===== src/rtl/control_puertas_fsm.sv =====
// Door controller for an N_PISOS-floor car: opens on arrival/request, times travel and dwell,
// reopens on obstruction up to a limit, then force-closes with a buzzer.
module control_puertas_fsm #(
  parameter int unsigned N_PISOS         = 4,
  parameter int unsigned W_PISO          = 2,
  parameter int unsigned T_MOV           = 4,
  parameter int unsigned T_ABIERTA       = 8,
  parameter int unsigned MAX_REAPERTURAS = 3
) (
  input  logic               i_clk,
  input  logic               i_rst_n,
  input  logic [W_PISO-1:0]  i_piso_actual,
  input  logic               i_moviendose,
  input  logic [N_PISOS-1:0] i_solicitudes,
  input  logic [1:0]         i_boton,
  input  logic               i_sensor,
  output logic [1:0]         o_motor_puerta,
  output logic [1:0]         o_estado_puerta,
  output logic [N_PISOS-1:0] o_aviso,
  output logic [N_PISOS-1:0] o_atendido,
  output logic               o_trabajando,
  output logic               o_zumbador
);

  localparam int unsigned T_MAX = (T_MOV > T_ABIERTA) ? T_MOV : T_ABIERTA;
  localparam int unsigned W_TMR = $clog2(T_MAX) + 1;
  localparam int unsigned W_CNT = (MAX_REAPERTURAS > 0) ? $clog2(MAX_REAPERTURAS + 1) : 1;

  localparam logic [W_TMR-1:0] TMR_MOV = W_TMR'(T_MOV - 1);
  localparam logic [W_TMR-1:0] TMR_AB  = W_TMR'(T_ABIERTA - 1);
  localparam logic [W_CNT-1:0] CNT_MAX = W_CNT'(MAX_REAPERTURAS);

  typedef enum logic [2:0] {
    StCerrada,
    StAbriendo,
    StAbierta,
    StCerrando,
    StForzado
  } estado_e;

  estado_e              r_estado, w_estado_d;
  logic [W_TMR-1:0]     r_timer, w_timer_d;
  logic [W_CNT-1:0]     r_cnt, w_cnt_d;
  logic [1:0]           r_motor, w_motor_d;
  logic [1:0]           r_est, w_est_d;
  logic [N_PISOS-1:0]   r_aviso, w_aviso_d;
  logic [N_PISOS-1:0]   r_atendido, w_atendido_d;
  logic                 r_trab, w_trab_d;
  logic                 r_zumb, w_zumb_d;

  logic                 w_piso_ok;
  logic [N_PISOS-1:0]   w_onehot;
  logic                 w_sol_hit;
  logic                 w_abrir;
  logic                 w_cerrar;
  logic                 w_reabrir;

  // Floors beyond N_PISOS yield an all-zero one-hot, which blocks opening and pulses.
  assign w_piso_ok = (32'(i_piso_actual) < N_PISOS);
  assign w_onehot  = w_piso_ok ? (N_PISOS'(1) << i_piso_actual) : '0;
  assign w_sol_hit = |(i_solicitudes & w_onehot);
  assign w_abrir   = (i_boton == 2'b01);
  assign w_cerrar  = (i_boton == 2'b10);
  assign w_reabrir = i_sensor || w_abrir;

  always_comb begin
    w_estado_d   = r_estado;
    w_timer_d    = r_timer;
    w_cnt_d      = r_cnt;
    w_aviso_d    = '0;
    w_atendido_d = '0;
    if (i_moviendose && (r_estado inside {StAbriendo, StAbierta, StCerrando})) begin
      w_estado_d = StForzado;
      w_timer_d  = TMR_MOV;
    end else begin
      unique case (r_estado)
        StCerrada: begin
          if (!i_moviendose && w_piso_ok && (w_sol_hit || w_abrir)) begin
            w_estado_d = StAbriendo;
            w_timer_d  = TMR_MOV;
            w_cnt_d    = '0;
            w_aviso_d  = w_onehot;
          end
        end
        StAbriendo: begin
          if (r_timer == '0) begin
            w_estado_d   = StAbierta;
            w_timer_d    = TMR_AB;
            w_atendido_d = w_onehot;
          end else begin
            w_timer_d = r_timer - W_TMR'(1);
          end
        end
        StAbierta: begin
          if (w_reabrir) begin
            w_timer_d = TMR_AB;
          end else if (w_cerrar || (r_timer == '0)) begin
            w_estado_d = StCerrando;
            w_timer_d  = TMR_MOV;
          end else begin
            w_timer_d = r_timer - W_TMR'(1);
          end
        end
        StCerrando: begin
          if (w_reabrir) begin
            if (r_cnt < CNT_MAX) begin
              // Reopening only needs to undo the distance already closed.
              w_estado_d = StAbriendo;
              w_timer_d  = TMR_MOV - r_timer;
              w_cnt_d    = r_cnt + W_CNT'(1);
            end else begin
              w_estado_d = StForzado;
            end
          end else if (r_timer == '0) begin
            w_estado_d = StCerrada;
          end else begin
            w_timer_d = r_timer - W_TMR'(1);
          end
        end
        StForzado: begin
          if (r_timer == '0) begin
            w_estado_d = StCerrada;
          end else begin
            w_timer_d = r_timer - W_TMR'(1);
          end
        end
        default: begin
          w_estado_d = StCerrada;
          w_timer_d  = '0;
        end
      endcase
    end
  end

  always_comb begin
    w_motor_d = 2'b00;
    w_est_d   = 2'b00;
    w_trab_d  = 1'b1;
    w_zumb_d  = 1'b0;
    unique case (w_estado_d)
      StCerrada: begin
        w_trab_d = 1'b0;
      end
      StAbriendo: begin
        w_motor_d = 2'b01;
        w_est_d   = 2'b11;
      end
      StAbierta: begin
        w_est_d = 2'b01;
      end
      StCerrando: begin
        w_motor_d = 2'b10;
        w_est_d   = 2'b10;
      end
      StForzado: begin
        w_motor_d = 2'b10;
        w_est_d   = 2'b10;
        w_zumb_d  = 1'b1;
      end
      default: begin
        w_trab_d = 1'b0;
      end
    endcase
  end

  always_ff @(posedge i_clk) begin
    if (!i_rst_n) begin
      r_estado   <= StCerrada;
      r_timer    <= '0;
      r_cnt      <= '0;
      r_motor    <= 2'b00;
      r_est      <= 2'b00;
      r_aviso    <= '0;
      r_atendido <= '0;
      r_trab     <= 1'b0;
      r_zumb     <= 1'b0;
    end else begin
      r_estado   <= w_estado_d;
      r_timer    <= w_timer_d;
      r_cnt      <= w_cnt_d;
      r_motor    <= w_motor_d;
      r_est      <= w_est_d;
      r_aviso    <= w_aviso_d;
      r_atendido <= w_atendido_d;
      r_trab     <= w_trab_d;
      r_zumb     <= w_zumb_d;
    end
  end

  assign o_motor_puerta  = r_motor;
  assign o_estado_puerta = r_est;
  assign o_aviso         = r_aviso;
  assign o_atendido      = r_atendido;
  assign o_trabajando    = r_trab;
  assign o_zumbador      = r_zumb;

endmodule


===== config.mk =====
export PLATFORM = sky130hd
export DESIGN_NAME = control_puertas_fsm
export DESIGN_NICKNAME = d
export VERILOG_FILES = /design/src/rtl/control_puertas_fsm.sv
export SDC_FILE = /design/constraint.sdc
export NUM_CORES = 1
export LEC_CHECK = 0
export CORE_MARGIN = 8
export CORE_UTILIZATION = 56
export CTS_BUF_LIST = sky130_fd_sc_hd__clkbuf_2 sky130_fd_sc_hd__clkbuf_4 sky130_fd_sc_hd__clkbuf_8
export DETAILED_ROUTE_END_ITERATION = 6
export PLACE_DENSITY = 0.84
export SYNTH_ARGS = -nofsm -noshare
export SYNTH_HDL_FRONTEND = slang
export SYNTH_SLANG_ARGS = --single-unit

===== constraint.sdc =====
create_clock -name i_clk -period 6.15 [get_ports i_clk]
set_input_delay 1.23 -clock i_clk [delete_from_list [all_inputs] [get_ports i_clk]]
set_output_delay 1.23 -clock i_clk [all_outputs]
set_load 0.005 [all_outputs]

==> results.py, run 1 <==
metrics = {
    "status": {
        "status": "completed",
    },
    "synth": {
        "synth_top_area_share_pct": 36.8,
        "synthMostInstantiatedCell": "dfxtp_1",
        "synth.largest_area_cell": "dfxtp_1",
        "ys_types": 48,
        "synth_ff_type": "dfxtp_1",
        "yosysSeqAreaShare_pct": 36.8,
        "syn_area_per_cell_um2": 8.29,
        "synthArstFlopShare_pct": 0,
        "synth_area_um2": 1250,
        "ys_top_cells_by_count": "dfxtp_1 (23), nor2_1 (17), inv_1 (11)",
        "synth.area.top_cells": "dfxtp_1 (37%), nor2_1 (5.1%), ha_1 (4.0%)",
        "syn_nets": 167,
        "yosys_warnings": 0,
        "postSynthCellCount": 151,
        "ys_ff_latch": 23,
        "synth_edf_count": 0,
    },
    "placed_design": {
        "io_buffers": 25,
        "gp_congestion": 0.963,
        "placed_cells": 197,
        "dpl_cell_area_um2": 1510,
        "hpwl_um": 2540,
        "pre_cts_slack_ns": 2.84,
    },
    "drt": {
        "wl_um": 3340,
        "wire_per_inst_um": 16.6,
        "drc": 0,
        "vias_per_cell": 6.54,
        "antenna_left": 0,
        "drt_iter0_markers": 110,
        "vias": 1315,
        "firstDrtPassIters": 4,
    },
    "die": {
        "start_util_pct": 57.7,
        "fp.dieH_um": 63.3,
        "design.die.area_um2": 4000,
        "die-width_um": 63.3,
        "num_rows": 17,
        "ioPinCount": 26,
        "core_um2": 2170,
    },
    "layout": {
        "stdcell_area_um2": 1540,
        "nNetsFinal": 190,
        "layout-drive-gt1-share_pct": 5.78,
        "antennaDiodeCount": 0,
        "area_growth_syn_to_layout_pct": 22.7,
        "final_cells": 201,
    },
    "global_route": {
        "grt_pass1_vias": 1225,
        "grtUsageMet2_pct": 26.6,
        "grt-ovfl-total": 0,
        "grt_use_met1_pct": 21.3,
        "antenna_found_initial": 0,
        "grt_pass1_wl_um": 5690,
        "grt_usage_pct": 16.8,
        "grt_use_met3_pct": 4.77,
        "grt_max_degree": 16,
        "top_usage_layer": "met2",
    },
    "timing": {
        "hold_viol_final": 0,
        "fmax_mhz": 334,
        "clock_skew_ns": 0.00276,
        "slew_viol_final": 0,
        "period_share_pct": 48.6,
        "rsz0062_at_grt": "no",
        "setup-tns-final_ns": 0,
        "worst_slew_pin_slew_ns": 0.581,
        "relSlewSlack_pct": 61.2,
        "setup_slack_ns": 3.16,
        "layout_min_cycle_time_ns": 2.99,
        "finalSetupViolCount": 0,
    },
    "setup_path": {
        "critPathRequiredTime_ns": 6.37,
        "crit_arrival_ns": 3.21,
        "start_kind": "input port",
        "crit_path_max_fanout": 7,
        "setup.worst_path.class": "in2reg",
        "end_kind": "register",
    },
    "pwr": {
        "p_int_uw": 253,
        "p_leak_nw": 0.588,
        "finalPower_uw": 394,
        "vdd_ir_drop_max_uv": 170,
        "power_frac_comb_pct": 35.9,
        "share_seq_of_total_power_pct": 45.6,
        "power.density_nw_per_um2": 256,
        "swShare_pct": 35.8,
        "p_sw_uw": 141,
        "clockPowerShare_pct": 18.5,
    },
    "clock_network": {
        "path_clk_slew_ns": 0.13,
        "clock_path_buffers": 2,
        "cts.sinks": 23,
        "cts_buffers": 3,
        "post_cts_buffers": 0,
        "cts-resized-gates": 0,
        "cts_tree": "built",
        "clk_latency_ns": 0.32,
        "postCtsHoldBufs": 0,
        "htree_num_levels": 1,
        "root_buffer": "clkbuf_4",
    },
    "hold_path": {
        "min_path_type": "reg2reg",
    },
    "run": {
        "drv_cap": 0,
    },
}
## area by class of cell
class                           count  area, µm²
Clock buffer                        3       22.5
Tap cell                           28       35.0
Sequential cell                    23        460
Clock inverter                      1       5.00
Inverter                           11       41.3
Timing Repair Buffer               25        250
Fill cell                         175        634
Multi-Input combinational cell    110        721
## worst paths after layout
path / start / end / slack, ns / depth (start not counted)
setup / recovery: i_boton[0] / o_trabajando / 3.16 / 6
hold / removal: r_cnt[1] / r_cnt[1] / 0.50 / 2
setup reg to reg: r_timer[0] / r_timer[0] / 3.46 / 9
hold reg to reg: r_cnt[1] / r_cnt[1] / 0.50 / 2
## registers in the layout (all words and copies together), names as in the netlist
signal,cells
o_estado_puerta,2
r_timer,4
o_zumbador,1
o_trabajando,1
o_aviso,4
r_cnt,2
r_estado,3
o_motor_puerta,2
o_atendido,4
## power by group through the flow
stage	logic, mW	registers, mW	clock network, mW
6_report	0.141	0.180	0.0728
5_1_grt	0.155	0.182	0.0774
4_1_cts	0.138	0.179	0.0727
3_5_place_dp	0.137	0.182	0
3_3_place_gp	0.136	0.182	0
2_1_floorplan	0.0947	0.176	0
## metrics by stage
stage | hold slack (ns) | util [%]
after CTS | 0.506 | 70.8
after global placement | 0.446 | 69.5
after global routing | 0.541 | 70.8
after detailed placement | 0.487 | 69.5
after floorplan | 0.438 | -
final | 0.502 | 70.8
## metal layers
metal,vias to the layer above,wire (µm)
li1,600,-
met1,584,1370
met3,14,409
met2,117,1480
met4,0,68
met5,-,0
## critical path, stage by stage
cell and delay [ns]:
clkdlybuf4s50_1 0.48, nor2b_1 0.24, o21ai_1 0.35, a2bb2oi_1 0.37, a21oi_1 0.21, or3_1 0.33
## cell families after synthesis
group / synth area share (%)
flip-flops: 36.8
adder cells (fa/ha/maj): 4.00
multiplexers: 3.20
AND/OR/NAND/NOR: 25.0
buffers and inverters: 5.60
XOR/XNOR: 1.40
AO/OA/AOI/OAI: 24.0
## cells in the final DEF (no fill, tap or decap), drive strengths merged, types with 3 or more instances in the layout
master	instances
clkdlybuf4s50	25
dfxtp	23
nor2	17
inv	11
o21ai	9
a21oi	8
nand2	6
nor3	5
o211ai	5
nand3	4
a31oi	4
mux2i	4
ha	4
nor3b	3
nand4	3
nand2b	3
clkbuf	3
No activity file was read; power rests on OpenSTA's default activity.
==> inputs of run 2 (changes only) <==
--- a/config.mk
+++ b/config.mk
@@ -6,10 +6,10 @@
 export NUM_CORES = 1
 export LEC_CHECK = 0
 export CORE_MARGIN = 8
-export CORE_UTILIZATION = 56
+export CORE_UTILIZATION = 47
 export CTS_BUF_LIST = sky130_fd_sc_hd__clkbuf_2 sky130_fd_sc_hd__clkbuf_4 sky130_fd_sc_hd__clkbuf_8
 export DETAILED_ROUTE_END_ITERATION = 6
-export PLACE_DENSITY = 0.84
+export PLACE_DENSITY = 0.75
 export SYNTH_ARGS = -nofsm -noshare
 export SYNTH_HDL_FRONTEND = slang
 export SYNTH_SLANG_ARGS = --single-unit
==> constraint.sdc (replaced) <==
create_clock -name i_clk -period 2.5 [get_ports i_clk]
set_input_delay 0.5 -clock i_clk [delete_from_list [all_inputs] [get_ports i_clk]]
set_output_delay 0.5 -clock i_clk [all_outputs]
set_load 0.005 [all_outputs]
==> run 2 against run 1 <==
Design area increased by 5.1%. Sequential cell count unchanged. Die area increased by 14%. Register-to-register slack got worse by 3.2 ns. Wire length increased by 5.0%. Count of clock-buffer cells in the layout unchanged. Non-clock buffer count increased by 10. Sequential power increased by 140%. Global-route usage decreased by 0.31 points. Final cell count increased by 6.0%. Power increased to 2.5 times the previous value.
==> results.py, run 2 (same netlist as run 1, synthesis figures left out) <==
metrics = {
    "timing": {
        "finalSetupViolCount": 0,
        "relSlewSlack_pct": 62.4,
        "setup-tns-final_ns": 0,
        "layout_min_cycle_time_ns": 2.26,
        "setup_slack_ns": 0.241,
        "worst_slew_pin_slew_ns": 0.563,
        "clock_skew_ns": 0.00336,
        "hold_viol_final": 0,
        "fmax_mhz": 443,
        "period_share_pct": 90.4,
        "slew_viol_final": 0,
        "rsz0062_at_grt": "no",
    },
    "pwr": {
        "p_int_uw": 649,
        "vdd_ir_drop_max_uv": 459,
        "clockPowerShare_pct": 17.8,
        "power.density_nw_per_um2": 618,
        "power_frac_comb_pct": 38.3,
        "swShare_pct": 34.9,
        "share_seq_of_total_power_pct": 43.9,
        "p_sw_uw": 348,
        "p_leak_nw": 0.636,
    },
    "die": {
        "ioPinCount": 26,
        "fp.dieH_um": 67.6,
        "num_rows": 18,
        "die-width_um": 67.6,
        "design.die.area_um2": 4570,
        "start_util_pct": 50.1,
        "core_um2": 2500,
    },
    "hold_path": {
        "holdPathEnd": "r_cnt[1]",
        "min_path_cells": 2,
        "min_from": "r_cnt[1]",
        "min_path_type": "reg2reg",
    },
    "drt": {
        "wire_per_inst_um": 16.4,
        "firstDrtPassIters": 4,
        "vias_per_cell": 6.04,
        "drt_iter0_markers": 96,
        "drc": 0,
        "vias": 1287,
        "wl_um": 3500,
        "antenna_left": 0,
    },
    "setup_path": {
        "crit_arrival_ns": 2.46,
        "path_delay_family": "simple AND/OR/NAND/NOR gates",
        "r2r_setup_slack_ns": 0.24,
        "start_kind": "register",
        "critPathRequiredTime_ns": 2.70,
        "cp_num_buf_inv": 2,
        "cp_cell_sequence": "inv_1, ha_1, and2_0, inv_1, ha_1, or4_1, nand3_1, nor4b_1, a311oi_1",
        "timing.rr.end": "r_timer[0]",
        "cp_slowest_cell": "or4_1",
        "r2r_start": "r_timer[3]",
        "crit_path_max_fanout": 5,
        "end_kind": "register",
        "setup.worst_path.class": "reg2reg",
        "r2r_cells": 9,
        "critPathMaxStageDelay_ns": 0.47,
    },
    "global_route": {
        "antenna_found_initial": 0,
        "grt-ovfl-total": 0,
        "grt_max_degree": 14,
        "grt_pass1_vias": 1343,
        "grt_usage_pct": 16.5,
        "grt_pass1_wl_um": 6020,
    },
    "placed_design": {
        "io_buffers": 25,
        "pre_cts_slack_ns": 0.0572,
        "gp_congestion": 0.932,
        "hpwl_um": 2710,
    },
    "clock_network": {
        "cts_tree": "built",
        "htree_num_levels": 1,
        "path_clk_slew_ns": 0.13,
        "clk_latency_ns": 0.31,
        "clock_path_buffers": 2,
        "root_buffer": "clkbuf_4",
        "cts-resized-gates": 0,
        "cts.sinks": 23,
        "cts_buffers": 3,
        "postCtsHoldBufs": 0,
        "post_cts_buffers": 0,
    },
    "layout": {
        "mostFrequentLayoutCells": "clkdlybuf4s50_1 (25), dfxtp_1 (23), nor2_1 (17)",
        "final_common_cell": "clkdlybuf4s50_1",
        "nNetsFinal": 200,
        "layout-drive-gt1-share_pct": 10.9,
        "fillers": 222,
        "register_area_um2": 460,
        "multi_input_area_um2": 721,
        "area_growth_syn_to_layout_pct": 28.9,
        "antennaDiodeCount": 0,
    },
    "run": {
        "drv_cap": 0,
    },
    "status": {
        "status": "completed",
    },
}
## run 2: changes by cell type in the layout (fill, tap and decap cells not counted)
| cell | before | now |
|---|---|---|
| buf_4 | 0 | 10 |
## run 2: worst max-delay path by stage
stage / start / to / slack, ns / cells after the start
after floorplan: r_timer[0] / r_timer[0] / 0.32 / 9
after global placement: i_boton[1] / o_trabajando / 0.11 / 6
after detailed placement: i_boton[1] / o_trabajando / 0.06 / 6
after CTS: r_timer[3] / r_timer[0] / 0.24 / 9
after global routing: r_timer[3] / r_timer[0] / 0.09 / 9
final: r_timer[3] / r_timer[0] / 0.24 / 9
## run 2: metrics by stage
stage               hold WS (ns)  utilization [%]  power [mW]  instances  area, µm²
finish                     0.473             64.5       0.996        213       1610
global route               0.511             64.5        1.06        213       1610
detailed placement         0.459             63.4       0.820        209       1590
CTS                        0.477             64.5       0.994        213       1610
global placement           0.446             63.4       0.813        209       1590
floorplan                  0.438                -       0.667        151       1250
## run 2: final cells by class
class | instances | share of cell area [%]
Inverter | 11 | 2.56
Multi-Input combinational cell | 110 | 44.7
Tap cell | 30 | 2.33
Clock inverter | 1 | 0.310
Clock buffer | 3 | 1.40
Sequential cell | 23 | 28.5
Timing Repair Buffer | 35 | 20.2
## run 2: per-layer routing
layer  vias to the layer above  global-route usage (%)  share of wire (%)
li1                        620                       -                  -
met1                       584                    18.3                 41
met2                        71                    28.6                 46
met3                        12                    4.97                 11
met4                         0                    6.53                1.6
met5                         -                       0                  0
## run 2: tightest hold or removal path: cells and delay by family (launching register included)
kind          cells  cell delay [ns]
mux               1             0.05
simple gates      1             0.05
flops             1             0.34
## run 2: power groups by stage
stage / Clock (mW) / Combinational, mW / Sequential (mW)
CTS: 0.179 / 0.380 / 0.436
global placement: 0 / 0.369 / 0.444
finish: 0.177 / 0.382 / 0.437
global route: 0.201 / 0.420 / 0.443
floorplan: 0 / 0.233 / 0.434
detailed placement: 0 / 0.377 / 0.444
